### src/rtl/wb_pkg.sv
// Shared definitions for the Wishbone classic-cycle master adapter:
// the state encoding, the reset level and a zero word wide enough for any data width.
package wb_pkg;

    typedef enum logic [1:0] {
        WB_IDLE = 2'd0,
        WB_BUSY = 2'd1,
        WB_HOLD = 2'd2
    } wb_state_t;

    localparam logic WB_RST_ACTIVE = 1'b0;

    // Sliced down to DW by each user; DW above this is not supported.
    localparam int WB_MAX_DW = 512;
    localparam logic [WB_MAX_DW-1:0] WB_ZERO_WORD = '0;

endpackage

### src/rtl/wb_master_if_watchdog.sv
// Saturating BUSY-cycle counter; o_expired is high once LIMIT cycles have been counted.
module wb_watchdog
    import wb_pkg::*;
#(
    parameter int LIMIT = 255
) (
    input  logic clk,
    input  logic rst,
    input  logic i_clear,
    input  logic i_enable,
    output logic o_expired
);

    localparam int CW = (LIMIT > 0) ? $clog2(LIMIT + 1) : 1;
    localparam logic [CW-1:0] LIMIT_C = CW'(LIMIT);

    logic [CW-1:0] r_count;

    always_ff @(posedge clk) begin
        if (rst == WB_RST_ACTIVE) begin
            r_count <= '0;
        end else if (i_clear) begin
            r_count <= '0;
        end else if (i_enable && (r_count != LIMIT_C)) begin
            r_count <= r_count + 1'b1;
        end
    end

    assign o_expired = (r_count == LIMIT_C);

endmodule

### src/rtl/wb_master_if.sv
// Wishbone classic-cycle master adapter for one CPU pipeline port (fetch or memory),
// with bus-error handling, an optional watchdog and a captured fault address.
module wb_master_if
    import wb_pkg::*;
#(
    parameter int DW      = 32,
    parameter int AW      = 32,
    parameter int STALL_W = 6,
    parameter int STAGE   = 0,
    parameter int TIMEOUT = 255
) (
    input  logic               clk,
    input  logic               rst,
    input  logic [STALL_W-1:0] stall_i,
    input  logic               flush_i,
    input  logic               cpu_ce_i,
    input  logic               cpu_we_i,
    input  logic [DW/8-1:0]    cpu_sel_i,
    input  logic [AW-1:0]      cpu_addr_i,
    input  logic [DW-1:0]      cpu_data_i,
    output logic [DW-1:0]      cpu_data_o,
    output logic               stallreq_o,
    output logic               bus_err_o,
    output logic [AW-1:0]      bus_err_addr_o,
    input  logic [DW-1:0]      wishbone_data_i,
    input  logic               wishbone_ack_i,
    input  logic               wishbone_err_i,
    output logic [AW-1:0]      wishbone_addr_o,
    output logic [DW-1:0]      wishbone_data_o,
    output logic               wishbone_we_o,
    output logic [DW/8-1:0]    wishbone_sel_o,
    output logic               wishbone_stb_o,
    output logic               wishbone_cyc_o
);

    localparam logic [DW-1:0] ZERO = WB_ZERO_WORD[DW-1:0];

    wb_state_t        r_state;
    wb_state_t        w_state_next;
    logic [AW-1:0]    r_wb_addr;
    logic [DW-1:0]    r_wb_data;
    logic             r_wb_we;
    logic [DW/8-1:0]  r_wb_sel;
    logic             r_wb_stb;
    logic             r_wb_cyc;
    logic [AW-1:0]    r_err_addr;
    logic [DW-1:0]    r_rbuf;

    logic             w_in_reset;
    logic             w_stalled;
    logic             w_accept;
    logic             w_fault;
    logic             w_ack_done;
    logic             w_expired;
    logic             w_wd_enable;
    logic             w_stallreq;
    logic [DW-1:0]    w_cpu_data;
    logic [DW-1:0]    w_rbuf_next;

    assign w_in_reset  = (rst == WB_RST_ACTIVE);
    // Any stall bit holds the result; the consuming stage's own bit is always part of that.
    assign w_stalled   = (|stall_i) | stall_i[STAGE];
    assign w_wd_enable = (r_state == WB_BUSY);

    generate
        if (TIMEOUT > 0) begin : g_watchdog
            wb_watchdog #(
                .LIMIT(TIMEOUT)
            ) u_watchdog (
                .clk       (clk),
                .rst       (rst),
                .i_clear   (w_accept),
                .i_enable  (w_wd_enable),
                .o_expired (w_expired)
            );
        end else begin : g_no_watchdog
            assign w_expired = 1'b0;
        end
    endgenerate

    always_comb begin
        w_state_next = r_state;
        w_accept     = 1'b0;
        w_fault      = 1'b0;
        w_ack_done   = 1'b0;
        w_stallreq   = 1'b0;
        w_cpu_data   = ZERO;
        w_rbuf_next  = ZERO;
        case (r_state)
            WB_IDLE: begin
                if (cpu_ce_i && !flush_i) begin
                    w_stallreq   = 1'b1;
                    w_accept     = 1'b1;
                    w_state_next = WB_BUSY;
                end
            end
            WB_BUSY: begin
                // Priority: flush, then err, then watchdog, then ack.
                if (flush_i) begin
                    w_state_next = WB_IDLE;
                end else if (wishbone_err_i || w_expired) begin
                    w_fault      = 1'b1;
                    w_state_next = w_stalled ? WB_HOLD : WB_IDLE;
                end else if (wishbone_ack_i) begin
                    w_ack_done   = 1'b1;
                    w_rbuf_next  = r_wb_we ? ZERO : wishbone_data_i;
                    w_cpu_data   = w_rbuf_next;
                    w_state_next = w_stalled ? WB_HOLD : WB_IDLE;
                end else begin
                    w_stallreq = 1'b1;
                end
            end
            WB_HOLD: begin
                w_cpu_data = r_rbuf;
                if (!w_stalled || flush_i) begin
                    w_state_next = WB_IDLE;
                end
            end
            default: begin
                w_state_next = WB_IDLE;
            end
        endcase
        if (w_in_reset) begin
            w_stallreq = 1'b0;
            w_cpu_data = ZERO;
            w_fault    = 1'b0;
        end
    end

    always_ff @(posedge clk) begin
        if (w_in_reset) begin
            r_state    <= WB_IDLE;
            r_wb_addr  <= '0;
            r_wb_data  <= '0;
            r_wb_we    <= 1'b0;
            r_wb_sel   <= '0;
            r_wb_stb   <= 1'b0;
            r_wb_cyc   <= 1'b0;
            r_err_addr <= '0;
            r_rbuf     <= '0;
        end else begin
            r_state <= w_state_next;
            if (w_accept) begin
                r_wb_addr <= cpu_addr_i;
                r_wb_data <= cpu_data_i;
                r_wb_we   <= cpu_we_i;
                r_wb_sel  <= cpu_sel_i;
                r_wb_stb  <= 1'b1;
                r_wb_cyc  <= 1'b1;
            end else if ((r_state == WB_BUSY) && (w_state_next != WB_BUSY)) begin
                r_wb_stb <= 1'b0;
                r_wb_cyc <= 1'b0;
            end
            if (w_fault) begin
                r_err_addr <= r_wb_addr;
                r_rbuf     <= '0;
            end else if (w_ack_done) begin
                r_rbuf <= w_rbuf_next;
            end
        end
    end

    assign cpu_data_o      = w_cpu_data;
    assign stallreq_o      = w_stallreq;
    assign bus_err_o       = w_fault;
    assign bus_err_addr_o  = r_err_addr;
    assign wishbone_addr_o = r_wb_addr;
    assign wishbone_data_o = r_wb_data;
    assign wishbone_we_o   = r_wb_we;
    assign wishbone_sel_o  = r_wb_sel;
    assign wishbone_stb_o  = r_wb_stb;
    assign wishbone_cyc_o  = r_wb_cyc;

endmodule

### config.mk
export PLATFORM = sky130hd
export DESIGN_NAME = wb_master_if
export DESIGN_NICKNAME = d
export VERILOG_FILES = /design/src/rtl/wb_pkg.sv /design/src/rtl/wb_master_if_watchdog.sv /design/src/rtl/wb_master_if.sv
export SDC_FILE = /design/constraint.sdc
export NUM_CORES = 1
export LEC_CHECK = 0
export ABC_AREA = 0
export CORE_MARGIN = 5
export CORE_UTILIZATION = 42
export DETAILED_ROUTE_END_ITERATION = 10
export PLACE_DENSITY = 0.92
export RECOVER_POWER = 50
export SYNTH_ARGS = -nofsm -noshare
export SYNTH_HDL_FRONTEND = slang
export SYNTH_SLANG_ARGS = --single-unit
### constraint.sdc
create_clock -name clk -period 2.55 [get_ports clk]
set_clock_uncertainty 0.1 [all_clocks]
set_input_delay 0.3825 -clock clk [delete_from_list [all_inputs] [get_ports clk]]
set_output_delay 0.3825 -clock clk [all_outputs]
set_load 0.05 [all_outputs]
==> results.py, run 1 <==
metrics = {
    "power_and_ir_drop": {
        "worst_ir_drop_vdd_mv": 0.465,
        "p_sw_uw": 1510,
        "p_int_uw": 4240,
        "pwr-share-clk_pct": 44.0,
        "power.density_nw_per_um2": 601,
        "seqPwrFrac_pct": 41.2,
        "p_leak_uw": 0.00335,
        "pwr-share-comb_pct": 14.8,
        "switching_share_pct": 26.3,
    },
    "timing": {
        "relSlewSlack_pct": 43.8,
        "drv_slew": 0,
        "fmax_mhz": 386,
        "fin_ws_ns": -0.0396,
        "setup_violations": 26,
        "rsz0062_at_grt": "true",
        "worst_pin_slew_ns": 0.844,
        "tns_ns": -0.546,
        "hold_violations": 0,
        "min_period_ns": 2.59,
        "period_share_pct": 102,
    },
    "clocking": {
        "clock-sinks": 144,
        "cts_root_buf": "clkbuf_16",
        "hold_buffers": 0,
        "clock_latency_ns": 0.41,
        "path_clk_slew_ns": 0.06,
        "cts_tree": "built",
        "numCtsBuffers": 17,
        "ctsLongestPathBuffers": 2,
        "htree_num_levels": 4,
    },
    "global_route": {
        "track_usage_pct": 23.2,
        "grt_pass1_wl_um": 29400,
        "grt_pass1_vias": 5580,
        "gr-total-overflow": 0,
        "antenna_found_initial": 0,
        "grt_max_degree": 72,
    },
    "synthesis": {
        "synth_top_area_share_pct": 51.2,
        "yosys_warnings": 0,
        "synth_cell_types": 42,
        "synth.most_common_cell": "nand2_1",
        "synth_area_um2": 5630,
        "syn_nets": 778,
        "synth_ff_type": "dfxtp_1",
        "yosysTopAreaCell": "dfxtp_1",
        "syn_avg_cell_area_um2": 8.53,
        "async_reset_ff_share_pct": 0,
        "yosysSeqAreaShare_pct": 51.2,
        "synth.top_cells.by_area": "dfxtp_1 (51%), nand2_1 (16%), a21boi_0 (8.7%)",
        "synthCells": 660,
        "ys_ff_latch": 144,
        "synth_edf_count": 0,
        "synth_common_cells": "nand2_1 (239), dfxtp_1 (144), a21oi_1 (66)",
    },
    "critical_path": {
        "slowest_stage": "dfxtp_4",
        "critPathBufInv": 3,
        "cpPeakStageDelay_ns": 0.35,
        "path_delay_family": "simple AND/OR/NAND/NOR gates",
        "crit_path_start_kind": "flop",
        "arrival_ns": 2.11,
        "cp-end-kind": "output port",
        "cp_data_required_time_ns": 2.07,
        "cp_cell_sequence": "inv_4 > ha_4 > nor2b_4 > o2111ai_4 > nor2_4 > buf_6 > nand2_2 > a21oi_4 > buf_12",
        "crit_type": "flop to output port",
        "path_max_fanout": 8,
    },
    "run": {
        "drv_cap": 0,
    },
    "place": {
        "hpwl_um": 12700,
        "portBuffers": 249,
        "place_congestion": 0.800,
    },
    "final_layout": {
        "fillers": 900,
        "area_delta_synth_final_pct": 70.1,
        "utilization_pct": 72.6,
        "n_antenna_cell": 0,
        "final_nets": 1020,
        "drive_gt1_share_pct": 18.0,
    },
    "run_status": {
        "violations": "negative setup slack",
        "status": "finished, violations left",
    },
    "route": {
        "drt_iter0_markers": 252,
        "wl_um": 18900,
        "detail-route-antenna-nets": 0,
        "via_per_inst": 5.08,
        "drcViolationCount": 0,
        "vias": 5537,
        "detail_route.first_pass.iterations": 4,
        "avgRoutedWirePerCell_um": 17.3,
    },
    "min_path": {
        "hp-class": "flop to flop",
    },
    "floorplanning": {
        "io_pins": 250,
        "fp.dieH_um": 126,
        "start_util_pct": 42.7,
        "rows": 42,
        "chipWidth_um": 126,
        "dieArea_um2": 15800,
        "core_um2": 13200,
    },
}
worst paths after layout:
check                 startpoint  cells after the start  slack [ns]                                to
max                   r_state[1]                      9       -0.04                    cpu_data_o[28]
min          wishbone_data_o[10]                      2        0.35               wishbone_data_o[10]
max reg2reg           r_state[1]                      8        0.08  g_watchdog.u_watchdog.r_count[5]
min reg2reg  wishbone_data_o[10]                      2        0.35               wishbone_data_o[10]
worst min-delay path, stage by stage (launching register included):
cell      delay (ns)
dfxtp_1         0.31
nand2_1         0.05
a21boi_1        0.05
layer usage:
layer / vias up / share of wire, % / track usage (%)
li1: 2681 / - / -
met1: 2594 / 39 / 26.2
met2: 229 / 49 / 38.8
met3: 33 / 9.9 / 10.1
met4: 0 / 2.3 / 8.77
met5: - / 0 / 0
layout by cell type (no fill, tap or decap), types with 5 or more instances in the layout:
| master | count |
|---|---|
| a21oi_1 | 34 |
| dfxtp_1 | 141 |
| nor2_1 | 9 |
| clkbuf_16 | 17 |
| clkdlybuf4s50_1 | 214 |
| nand2_2 | 19 |
| buf_4 | 15 |
| a21oi_4 | 13 |
| clkinv_4 | 5 |
| a21oi_2 | 19 |
| a21boi_0 | 69 |
| buf_12 | 36 |
| inv_1 | 5 |
| nand2_1 | 216 |
| a22o_1 | 32 |
sequential cells by signal, indices dropped and copies added (netlist names):
name                           count
bus_err_addr_o                    32
g_watchdog.u_watchdog.r_count      8
r_rbuf                            32
r_state                            2
wishbone_addr_o                   32
wishbone_cyc_o                     1
wishbone_data_o                   32
wishbone_sel_o                     4
wishbone_we_o                      1
power groups by stage:
stage	combinational, uW	sequential, uW	clock [uW]
floorplan	236	2620	0
global placement	816	2410	0
detailed placement	823	2420	0
CTS	849	2370	2570
global route	900	2380	2700
finish	851	2370	2530
timing repair:
item	CTS	global route
pin swaps	13	21
setup buffers	7	1
gates resized for setup	37	28
cloned	2	0
setup endpoints to repair	32	33
area by class of cell:
type | instances | area (um^2) | area share (%)
clock buffer | 19 | 443 | 4.63
clock inverter | 13 | 164 | 1.71
inverter | 6 | 25.0 | 0.261
multi-input combinational | 462 | 2800 | 29.3
sequential | 144 | 2890 | 30.2
tap | 176 | 220 | 2.30
timing repair buffer | 271 | 3030 | 31.6
metrics by stage:
step | power, uW | hold WS, ns | worst slack (ns) | std cells | area, um^2
final | 5750 | 0.353 | -0.0396 | 1091 | 9570
after global routing | 5980 | 0.347 | -0.152 | 1091 | 9570
after CTS | 5790 | 0.345 | -0.100 | 1093 | 9520
after detailed placement | 3240 | 0.346 | 0.0343 | 1052 | 8680
after global placement | 3230 | 0.340 | 0.103 | 1052 | 8680
after floorplan | 2860 | 0.337 | 0.0803 | 660 | 5740
kinds of logic after synthesis:
family,Yosys count,synth area share (%)
buf+inv,54,5.16
flops,144,51.2
xor+xnor,5,0.778
compound gates,181,22.1
mux,1,0.178
simple gates,270,19.4
fa+ha+maj,5,1.11
Note: power is estimated with default switching activity, not from simulation.
==> run 2, diff against run 1 <==
--- a/config.mk
+++ b/config.mk
@@ -6,10 +6,13 @@
 export NUM_CORES = 1
 export LEC_CHECK = 0
 export ABC_AREA = 0
+export CELL_PAD_IN_SITES_DETAIL_PLACEMENT = 1
+export CELL_PAD_IN_SITES_GLOBAL_PLACEMENT = 1
 export CORE_MARGIN = 5
-export CORE_UTILIZATION = 42
+export CORE_UTILIZATION = 30
 export DETAILED_ROUTE_END_ITERATION = 10
-export PLACE_DENSITY = 0.92
+export MAX_ROUTING_LAYER = met4
+export PLACE_DENSITY = 0.93
 export RECOVER_POWER = 50
 export SYNTH_ARGS = -nofsm -noshare
 export SYNTH_HDL_FRONTEND = slang
==> constraint.sdc (replaced) <==
create_clock -name clk -period 2.55 [get_ports clk]
set_clock_uncertainty 0.1 [all_clocks]
set_input_delay 0.51 -clock clk [delete_from_list [all_inputs] [get_ports clk]]
set_output_delay 0.51 -clock clk [all_outputs]
set_load 0.05 [all_outputs]
==> results.py, run 2 (synthesized netlist as in run 1, its figures left out) <==
metrics = {
    "final_layout": {
        "utilization_pct": 55.1,
        "instances_no_fill": 1197,
        "drive_gt1_share_pct": 22.7,
        "area_delta_synth_final_pct": 81.9,
        "multi_input_area_um2": 2970,
        "fin_area_um2": 10200,
        "final_cell_mix": "clkdlybuf4s50_1 (212), nand2_1 (208), dfxtp_1 (140), a21boi_0 (66), buf_4 (55)",
        "final_common_cell": "clkdlybuf4s50_1",
        "fillers": 2050,
        "seq_area_um2": 2890,
        "final_nets": 1068,
        "n_antenna_cell": 0,
    },
    "route": {
        "drt_iter0_markers": 175,
        "avgRoutedWirePerCell_um": 19.4,
        "detail_route.first_pass.iterations": 4,
        "vias": 5858,
        "detail-route-antenna-nets": 0,
        "drcViolationCount": 0,
        "wl_um": 23300,
        "via_per_inst": 4.89,
    },
    "critical_path": {
        "crit_path_start_kind": "flop",
        "crit_path_end": "cpu_data_o[20]",
        "path_max_fanout": 6,
        "startpoint": "r_state[1]",
        "rr_endpoint": "wishbone_data_o[26]",
        "cp_data_required_time_ns": 1.94,
        "worst_r2r_path_depth": 8,
        "crit_type": "flop to output port",
        "ff2ff_setup_slack_ns": 0.14,
        "arrival_ns": 2.20,
        "cp-end-kind": "output port",
        "worstReg2RegStart": "r_state[1]",
    },
    "power_and_ir_drop": {
        "power.density_nw_per_um2": 584,
        "worst_ir_drop_vdd_mv": 0.416,
        "finalPower_uw": 5980,
        "p_leak_uw": 0.00368,
    },
    "place": {
        "place_inst": 1147,
        "dpl-instance-area_um2": 9050,
        "place_congestion": 0.760,
        "hpwl_um": 15000,
        "portBuffers": 249,
    },
    "floorplanning": {
        "chipWidth_um": 147,
        "io_pins": 250,
        "start_util_pct": 30.3,
        "core_um2": 18600,
        "fp.dieH_um": 147,
        "rows": 50,
        "dieArea_um2": 21600,
    },
    "global_route": {
        "grt_pass1_vias": 6353,
        "grt_max_degree": 72,
        "track_usage_pct": 20.8,
        "gr-total-overflow": 0,
        "antenna_found_initial": 0,
        "grt_pass1_wl_um": 34800,
    },
    "timing": {
        "setup_violations": 33,
        "fmax_mhz": 356,
        "drv_slew": 0,
        "period_share_pct": 110,
        "relSlewSlack_pct": 35.9,
        "rsz0062_at_grt": "true",
        "worst_pin_slew_ns": 0.961,
        "fin_ws_ns": -0.257,
        "tns_ns": -6.44,
        "min_period_ns": 2.81,
        "hold_violations": 0,
    },
    "clocking": {
        "cts_root_buf": "clkbuf_16",
        "ctsLongestPathBuffers": 2,
        "clock-sinks": 144,
        "htree_num_levels": 4,
        "cts_tree": "built",
        "path_clk_slew_ns": 0.06,
        "hold_buffers": 0,
        "clock_latency_ns": 0.42,
        "numCtsBuffers": 17,
    },
    "min_path": {
        "hp-class": "flop to flop",
    },
    "run_status": {
        "violations": "negative setup slack",
        "status": "finished, violations left",
    },
    "run": {
        "drv_cap": 0,
    },
}
## run 2: cell count changes in the layout (fill, tap and decap cells not counted), moves of 3 or more
cell / before / now
a21boi_0: 69 / 66
nand2_2: 19 / 16
a21boi_1: 1 / 4
nand2_1: 216 / 208
a21oi_2: 19 / 9
nand2_4: 4 / 14
buf_4: 15 / 55
a21oi_4: 13 / 23
inv_6: 0 / 5
## run 2: repair_timing
| action | 4_1_cts | 5_1_grt |
|---|---|---|
| pin swaps | 23 | 34 |
| gates resized for setup | 51 | 54 |
| setup endpoints to repair | 33 | 34 |
| cloned | 2 | 1 |
| endpoints found under the hold margin | 0 | 0 |
| setup buffers | 9 | 10 |
## run 2: critical path: stages, from the launching register on
cell and delay [ns]:
dfxtp_2 0.33, inv_2 0.09, ha_4 0.14, nor2b_4 0.16
o2111ai_4 0.15, nor2_4 0.14, buf_12 0.14, clkbuf_16 0.17
nand2_2 0.09, a21oi_4 0.20, buf_12 0.16
## run 2: layout make-up
| cell class | count | share of cell area, % |
|---|---|---|
| Inverter | 6 | 0.220 |
| Clock inverter | 14 | 1.98 |
| Tap cell | 234 | 2.86 |
| Clock buffer | 18 | 4.29 |
| Sequential cell | 144 | 28.3 |
| Multi-Input combinational cell | 462 | 29.0 |
| Timing Repair Buffer | 319 | 33.4 |
## run 2: worst min-delay path by stage
stage	slack, ns	end	cells after the start	start
global placement	0.34	wishbone_data_o[7]	2	wishbone_data_o[7]
floorplan	0.34	r_rbuf[0]	2	r_rbuf[0]
CTS	0.36	r_rbuf[18]	2	r_rbuf[18]
detailed placement	0.35	r_rbuf[5]	2	r_rbuf[5]
global route	0.38	r_rbuf[7]	2	r_rbuf[7]
finish	0.36	r_rbuf[3]	2	r_rbuf[3]
## run 2: per-layer routing
layer | vias to the layer above | track usage (%) | wire [um]
met3 | 36 | 6.63 | 1480
met1 | 2847 | 21.9 | 9040
li1 | 2779 | - | -
met4 | 0 | 7.36 | 552
met5 | - | - | 0
met2 | 196 | 36.7 | 12200
## run 2: metrics by stage
stage               hold WS [ns]  setup slack (ns)
floorplan                  0.337           -0.0472
CTS                        0.357            -0.248
global route               0.379            -0.343
finish                     0.358            -0.257
detailed placement         0.349            -0.211
global placement           0.340            -0.151
## run 2: power by group
part	total (uW)	switching [uW]	internal, uW
combinational	895	523	373
clock	2720	1030	1680
sequential	2370	50.3	2320
